<file path="src/rtl/cache_line_ctrl_if.sv">
// CPU load/store port and byte-serial backing-memory port of the single-line cache controller.
// The slave modport is the controller; the master modport is the requester plus memory.
`timescale 1ns/1ps
interface cache_line_ctrl_if #(parameter int TAG_W = 8);
  localparam int AW = TAG_W + 5;

  logic          cpu_req;
  logic          cpu_we;
  logic [AW-1:0] cpu_addr;
  logic [7:0]    cpu_wdata;
  logic          busy;
  logic          cpu_ready;
  logic [7:0]    cpu_rdata;

  logic          mem_req;
  logic          mem_we;
  logic [AW-1:0] mem_addr;
  logic [7:0]    mem_wdata;
  logic [7:0]    mem_rdata;
  logic          mem_ack;

  modport slave (
    input  cpu_req, cpu_we, cpu_addr, cpu_wdata, mem_rdata, mem_ack,
    output busy, cpu_ready, cpu_rdata, mem_req, mem_we, mem_addr, mem_wdata
  );

  modport master (
    output cpu_req, cpu_we, cpu_addr, cpu_wdata, mem_rdata, mem_ack,
    input  busy, cpu_ready, cpu_rdata, mem_req, mem_we, mem_addr, mem_wdata
  );
endinterface

</file>
<file path="src/rtl/cache_line_ctrl.sv">
// Single-line, 32-byte cache sequencer: hit/miss on one tag, byte-serial line fill on read miss,
// write-through / no-allocate stores.
`timescale 1ns/1ps
module cache_line_ctrl #(
  parameter int TAG_W = 8
) (
  input  logic            clk,
  input  logic            rst,
  cache_line_ctrl_if.slave bus,
  output logic            c_wren,
  output logic [7:0]      c_data,
  output logic [4:0]      c_wroffset,
  output logic [4:0]      c_rdoffset,
  input  logic [7:0]      c_q,
  output logic [15:0]     miss_count
);
  localparam int AW = TAG_W + 5;

  // state   | meaning
  // IDLE    | waiting for cpu_req, cpu_ready pulses here
  // LOOKUP  | tag compare on the latched request
  // FILL    | 32 byte reads from memory into the line
  // RESP    | cache read of the requested byte
  // WRMEM   | write-through of the store to memory
  localparam logic [2:0] ST_IDLE   = 3'd0;
  localparam logic [2:0] ST_LOOKUP = 3'd1;
  localparam logic [2:0] ST_FILL   = 3'd2;
  localparam logic [2:0] ST_RESP   = 3'd3;
  localparam logic [2:0] ST_WRMEM  = 3'd4;

  logic [2:0]       state_q, state_d;
  logic [TAG_W-1:0] line_tag_q, line_tag_d;
  logic             line_valid_q, line_valid_d;
  logic [4:0]       fill_cnt_q, fill_cnt_d;
  logic [AW-1:0]    r_addr_q, r_addr_d;
  logic             r_we_q, r_we_d;
  logic [7:0]       r_wdata_q, r_wdata_d;
  logic             cpu_ready_q, cpu_ready_d;
  logic [7:0]       cpu_rdata_q, cpu_rdata_d;
  logic [15:0]      miss_count_q, miss_count_d;

  logic             mem_req, mem_we;
  logic [AW-1:0]    mem_addr;
  logic [7:0]       mem_wdata;

  logic [TAG_W-1:0] r_tag;
  logic [4:0]       r_off;
  logic             hit;

  assign r_tag = r_addr_q[AW-1:5];
  assign r_off = r_addr_q[4:0];
  assign hit   = line_valid_q && (line_tag_q == r_tag);

  always_comb begin
    state_d      = state_q;
    line_tag_d   = line_tag_q;
    line_valid_d = line_valid_q;
    fill_cnt_d   = fill_cnt_q;
    r_addr_d     = r_addr_q;
    r_we_d       = r_we_q;
    r_wdata_d    = r_wdata_q;
    cpu_ready_d  = 1'b0;
    cpu_rdata_d  = cpu_rdata_q;
    miss_count_d = miss_count_q;
    c_wren       = 1'b0;
    c_data       = 8'h00;
    c_wroffset   = 5'd0;
    c_rdoffset   = 5'd0;
    mem_req      = 1'b0;
    mem_we       = 1'b0;
    mem_addr     = '0;
    mem_wdata    = 8'h00;

    case (state_q)
      ST_IDLE: begin
        if (bus.cpu_req) begin
          r_addr_d  = bus.cpu_addr;
          r_we_d    = bus.cpu_we;
          r_wdata_d = bus.cpu_wdata;
          state_d   = ST_LOOKUP;
        end
      end
      ST_LOOKUP: begin
        c_rdoffset = r_off;
        if (r_we_q) begin
          // Write hit updates the line now so any later read sees the new byte.
          if (hit) begin
            c_wren     = 1'b1;
            c_wroffset = r_off;
            c_data     = r_wdata_q;
          end
          state_d = ST_WRMEM;
        end else if (hit) begin
          state_d = ST_RESP;
        end else begin
          line_valid_d = 1'b0;
          fill_cnt_d   = 5'd0;
          if (miss_count_q != 16'hFFFF) miss_count_d = miss_count_q + 16'd1;
          state_d = ST_FILL;
        end
      end
      ST_FILL: begin
        mem_req  = 1'b1;
        mem_addr = {r_tag, fill_cnt_q};
        if (bus.mem_ack) begin
          c_wren     = 1'b1;
          c_wroffset = fill_cnt_q;
          c_data     = bus.mem_rdata;
          fill_cnt_d = fill_cnt_q + 5'd1;
          if (fill_cnt_q == 5'd31) begin
            line_tag_d   = r_tag;
            line_valid_d = 1'b1;
            state_d      = ST_RESP;
          end
        end
      end
      ST_RESP: begin
        c_rdoffset  = r_off;
        cpu_rdata_d = c_q;
        cpu_ready_d = 1'b1;
        state_d     = ST_IDLE;
      end
      ST_WRMEM: begin
        mem_req   = 1'b1;
        mem_we    = 1'b1;
        mem_addr  = r_addr_q;
        mem_wdata = r_wdata_q;
        if (bus.mem_ack) begin
          cpu_ready_d = 1'b1;
          state_d     = ST_IDLE;
        end
      end
      default: state_d = ST_IDLE;
    endcase
  end

  always_ff @(posedge clk) begin
    if (rst) begin
      state_q      <= ST_IDLE;
      line_tag_q   <= '0;
      line_valid_q <= 1'b0;
      fill_cnt_q   <= 5'd0;
      r_addr_q     <= '0;
      r_we_q       <= 1'b0;
      r_wdata_q    <= 8'h00;
      cpu_ready_q  <= 1'b0;
      cpu_rdata_q  <= 8'h00;
      miss_count_q <= 16'h0000;
    end else begin
      state_q      <= state_d;
      line_tag_q   <= line_tag_d;
      line_valid_q <= line_valid_d;
      fill_cnt_q   <= fill_cnt_d;
      r_addr_q     <= r_addr_d;
      r_we_q       <= r_we_d;
      r_wdata_q    <= r_wdata_d;
      cpu_ready_q  <= cpu_ready_d;
      cpu_rdata_q  <= cpu_rdata_d;
      miss_count_q <= miss_count_d;
    end
  end

  assign bus.busy      = (state_q != ST_IDLE);
  assign bus.cpu_ready = cpu_ready_q;
  assign bus.cpu_rdata = cpu_rdata_q;
  assign bus.mem_req   = mem_req;
  assign bus.mem_we    = mem_we;
  assign bus.mem_addr  = mem_addr;
  assign bus.mem_wdata = mem_wdata;
  assign miss_count    = miss_count_q;
endmodule

</file>
<file path="src/flat_wrapper.sv">
// flat-port wrapper written by rule: the top's interface ports become plain ports
module cache_line_ctrl_flat 
#(
  parameter int TAG_W = 8
)
  (clk, rst, c_wren, c_data, c_wroffset, c_rdoffset, c_q, miss_count, bus_cpu_req, bus_cpu_we, bus_cpu_addr, bus_cpu_wdata, bus_mem_rdata, bus_mem_ack, bus_busy, bus_cpu_ready, bus_cpu_rdata, bus_mem_req, bus_mem_we, bus_mem_addr, bus_mem_wdata);
  cache_line_ctrl_if #(.TAG_W(TAG_W)) bus_i ();
  input  logic clk;
  input  logic rst;
  output logic c_wren;
  output logic [7:0] c_data;
  output logic [4:0] c_wroffset;
  output logic [4:0] c_rdoffset;
  input  logic [7:0] c_q;
  output logic [15:0] miss_count;
  input wire logic [$bits(bus_i.cpu_req)-1:0] bus_cpu_req;
  input wire logic [$bits(bus_i.cpu_we)-1:0] bus_cpu_we;
  input wire logic [$bits(bus_i.cpu_addr)-1:0] bus_cpu_addr;
  input wire logic [$bits(bus_i.cpu_wdata)-1:0] bus_cpu_wdata;
  input wire logic [$bits(bus_i.mem_rdata)-1:0] bus_mem_rdata;
  input wire logic [$bits(bus_i.mem_ack)-1:0] bus_mem_ack;
  output wire logic [$bits(bus_i.busy)-1:0] bus_busy;
  output wire logic [$bits(bus_i.cpu_ready)-1:0] bus_cpu_ready;
  output wire logic [$bits(bus_i.cpu_rdata)-1:0] bus_cpu_rdata;
  output wire logic [$bits(bus_i.mem_req)-1:0] bus_mem_req;
  output wire logic [$bits(bus_i.mem_we)-1:0] bus_mem_we;
  output wire logic [$bits(bus_i.mem_addr)-1:0] bus_mem_addr;
  output wire logic [$bits(bus_i.mem_wdata)-1:0] bus_mem_wdata;
  assign bus_i.cpu_req = bus_cpu_req;
  assign bus_i.cpu_we = bus_cpu_we;
  assign bus_i.cpu_addr = bus_cpu_addr;
  assign bus_i.cpu_wdata = bus_cpu_wdata;
  assign bus_i.mem_rdata = bus_mem_rdata;
  assign bus_i.mem_ack = bus_mem_ack;
  assign bus_busy = bus_i.busy;
  assign bus_cpu_ready = bus_i.cpu_ready;
  assign bus_cpu_rdata = bus_i.cpu_rdata;
  assign bus_mem_req = bus_i.mem_req;
  assign bus_mem_we = bus_i.mem_we;
  assign bus_mem_addr = bus_i.mem_addr;
  assign bus_mem_wdata = bus_i.mem_wdata;
  cache_line_ctrl #(.TAG_W(TAG_W)) u_core (.clk(clk), .rst(rst), .bus(bus_i), .c_wren(c_wren), .c_data(c_data), .c_wroffset(c_wroffset), .c_rdoffset(c_rdoffset), .c_q(c_q), .miss_count(miss_count));
endmodule
</file>
<file path="config.mk">
export PLATFORM = sky130hd
export DESIGN_NAME = cache_line_ctrl_flat
export DESIGN_NICKNAME = d
export VERILOG_FILES = /design/src/rtl/cache_line_ctrl_if.sv /design/src/rtl/cache_line_ctrl.sv /design/src/flat_wrapper.sv
export SDC_FILE = /design/constraint.sdc
export NUM_CORES = 1
export LEC_CHECK = 0
export ABC_AREA = 0
export ABC_CLOCK_PERIOD_IN_PS = 2200
export BUFFER_PORTS_ARGS = -buffer_cell sky130_fd_sc_hd__buf_4
export CAP_MARGIN = 20
export CORE_UTILIZATION = 30
export DETAILED_ROUTE_END_ITERATION = 8
export GPL_TIMING_DRIVEN = 0
export PLACE_DENSITY = 0.61
export SYNTH_ARGS = -nofsm -noshare
export SYNTH_HDL_FRONTEND = slang
export SYNTH_SLANG_ARGS = --single-unit
</file>
<file path="constraint.sdc">
create_clock -name clk -period 2.2 [get_ports clk]
set_input_delay 0.44 -clock clk [delete_from_list [all_inputs] [get_ports clk]]
set_output_delay 0.44 -clock clk [all_outputs]
set_load 0.1 [all_outputs]
</file>
==> results.yml <==
detailed_routing:
  antenna_left: 0
  routedWlPerCell_um: 15.31
  finalWirelength_um: 10430
  dr_wl_met3_um: 587
  met2_length_um: 5078
  dr.max_layer_used: "met4"
  met1_length_um: 4528
  drc: 0
  drtIter0Drc: 195
  firstDrtPassIters: 4
  num_vias: 3447
  vias_per_cell: 5.062
setup_path:
  worstReg2RegStart: "u_core.state_q[0]"
  crit_chain: "xor2_1, nor4_4, and3_4, and4b_4, buf_6, a22o_4, buf_12"
  cp-end-kind: "output pin"
  crit_family: "simple AND/OR/NAND/NOR gates"
  crit_buf_inv: 2
  startpoint: "u_core.line_tag_q[2]"
  cp.depth: 7
  ff2ff_path_depth: 7
  regToRegSetupSlack_ps: 80
  cp.arrival_ps: 2140
  rr_endpoint: "u_core.miss_count[6]"
  cpPeakStageDelay_ps: 330
  slowest_stage: "dfxtp_2"
  critPathKind: "flop to output pin"
  worstPathMaxFanout: 4
  endpoint: "c_wroffset[0]"
  startpoint_type: "flop"
  required_ps: 1760
job:
  maxCapViolations: 0
pwr:
  power_leakage_uw: 0.002206
  ir_drop_uv: 358.4
  power.total_uw: 2981
  cellPowerDensity_nw_per_um2: 545.4
hold_path:
  worstHoldPathType: "input pin to flop"
floorplanning:
  fp.dieW_um: 105.3
  start_util_pct: 31.00
  coreArea_um2: 10320
  pin_count: 110
  design.die.area_um2: 11090
  die_h_um: 105.3
  row_count: 37
synth:
  synth_nets: 441
  synthTopCellsByArea: "dfxtp_1 (40%), a21oi_1 (8.9%), nand2_1 (8.9%), a22o_1 (4.9%), and2_1 (3.3%)"
  synth-adder-area-share_pct: 1.173
  synth-simple-area-share_pct: 32.41
  synth_compound_area_share_pct: 18.14
  ys_seq_area_share_pct: 40.03
  synth_top_area_share_pct: 40.03
  synth_xor_area_share_pct: 2.737
  syn_inst: 396
  synth_top_family_by_area: "simple AND/OR/NAND/NOR gates"
  ys.warnings.count: 0
  synth_edf_count: 0
  ys_ff_latch: 64
  yosysTopAreaCell: "dfxtp_1"
  yosys-mux-area-fraction_pct: 0.6646
  synth_cell_types: 44
  avgSynthCellArea_um2: 8.082
  synthFlopType: "dfxtp_1"
  synth_area_um2: 3201
  async_flop_share_pct: 0
place:
  gp_congestion: 0.7871
  dp_hpwl_um: 6990
  placedCellCount: 640
  portBuffers: 108
  placed_cell_area_um2: 4414
cells_and_area:
  layout_common_cells: "buf_4 (89), nand2_1 (76), a21oi_1 (57)"
  final_common_cell: "buf_4"
  syn2layout_area_growth_pct: 70.76
  fin_cells: 681
  antenna_cells: 0
  final_nets: 585
  drive_gt1_share_pct: 43.12
  post-route-cell-area_um2: 5465
global_routing:
  grt_pass1_vias: 3440
  grt_pass1_wl_um: 16880
  track_usage_pct: 19.19
  antenna_found_initial: 0
  grt_overflow_total: 0
  grt_start_max_net_pins: 12
outcome:
  violations: "negative setup slack"
  status: "finished, violations left"
clocking:
  clk_latency_ps: 350
  max-clock-path-buffers: 2
  cts_tree: "done"
  ctsHoldBuffers: 0
  cts_sinks: 64
  htree_levels: 3
  numCtsBuffers: 9
  cts.clk_slew.worst_paths_ps: 80
  cts_root_buffer: "clkbuf_8"
timing:
  hold_viol_final: 0
  finalSetupViolCount: 18
  worst_slew_pin_slew_ps: 685.6
  fin_ws_ps: -376.6
  fin_crit_sh_pct: 117.1
  clock.fmax_ghz: 0.3881
  max_slew_margin_pct: 54.29
  slew_violations: 0
  finClkSkew_ps: 10.70
  rsz0062_at_grt: "yes"
  whs_ps: 331.6
  fin_crit_ps: 2577
## how the worst min path moves through the flow
stage | from | end | slack [ps] | depth (start not counted)
after floorplan | u_core.line_tag_q[3] | u_core.line_tag_q[3] | 450 | 2
after global placement | u_core.bus.cpu_rdata[7] | u_core.bus.cpu_rdata[7] | 440 | 2
after detailed placement | u_core.bus.cpu_rdata[7] | u_core.bus.cpu_rdata[7] | 450 | 2
after CTS | bus_cpu_addr[11] | u_core.r_addr_q[11] | 320 | 3
after global routing | bus_cpu_wdata[5] | u_core.r_wdata_q[5] | 330 | 3
final | bus_cpu_wdata[6] | u_core.r_wdata_q[6] | 330 | 3
## stage by stage
| step | TNS, ps | worst slack (ps) | utilization, % |
|---|---|---|---|
| global route | -6867 | -445.1 | 52.94 |
| floorplan | -1526 | -123.5 | - |
| global placement | -4232 | -350.7 | 42.76 |
| CTS | -5482 | -376.8 | 51.98 |
| detailed placement | -5464 | -427.3 | 42.76 |
| finish | -5312 | -376.6 | 52.94 |
## layout make-up
class                      instances  area [um^2]
timing repair buffer             136         1516
clock buffer                      11        141.4
inverter                           4        21.27
sequential                        64         1314
buffer                            26        177.7
fill                             931         4858
tap                              136        170.2
multi-input combinational        299         2044
clock inverter                     5        80.08
## tightest hold or removal path, cell delays in order
cell	delay, ps
buf_4	110
nand2_1	40
a21oi_1	50
## flip-flops by register name, indices dropped and copies added, names as in the netlist
| name | cells |
|---|---|
| u_core.bus.cpu_rdata | 8 |
| u_core.bus.cpu_ready | 1 |
| u_core.fill_cnt_q | 5 |
| u_core.line_tag_q | 8 |
| u_core.line_valid_q | 1 |
| u_core.miss_count | 16 |
| u_core.r_addr_q | 13 |
| u_core.r_wdata_q | 8 |
| u_core.r_we_q | 1 |
| u_core.state_q | 3 |
## kinds of logic after synthesis
kind of cell / after synthesis
multiplexers: 2
XOR/XNOR: 10
flip-flops: 64
buffers and inverters: 33
AND/OR/NAND/NOR: 189
adder cells (fa/ha/maj): 3
AO/OA/AOI/OAI: 95
## routing by layer
layer	global-route usage, %	vias to the layer above
met3	4.700	21
met4	8.048	0
met5	0	-
met2	31.91	99
li1	-	1684
met1	23.59	1643
## repair_timing
item,4_1_cts,5_1_grt
setup buffers,27,6
gates cloned,2,0
endpoints found under the setup margin,42,43
pin swaps,8,8
resized for setup,131,26
## Yosys cell counts, types with 4 or more instances
library cell / count
and2_1: 17
nand3_1: 21
nor2_1: 5
nand4_1: 9
nor2b_1: 10
xor2_1: 9
or3_1: 11
o31ai_1: 4
or4_1: 4
nor3_1: 10
o21ai_0: 9
nand2_1: 76
and3_1: 7
clkbuf_1: 20
buf_2: 4
dfxtp_1: 64
inv_1: 4
a21oi_1: 57
a22o_1: 18
## where the power goes
group	internal [uW]	switching, uW
Sequential	1200	49.6
Clock	668	482
Combinational	239	345
Total	2100	877
Power figures use the tool's default switching activity.
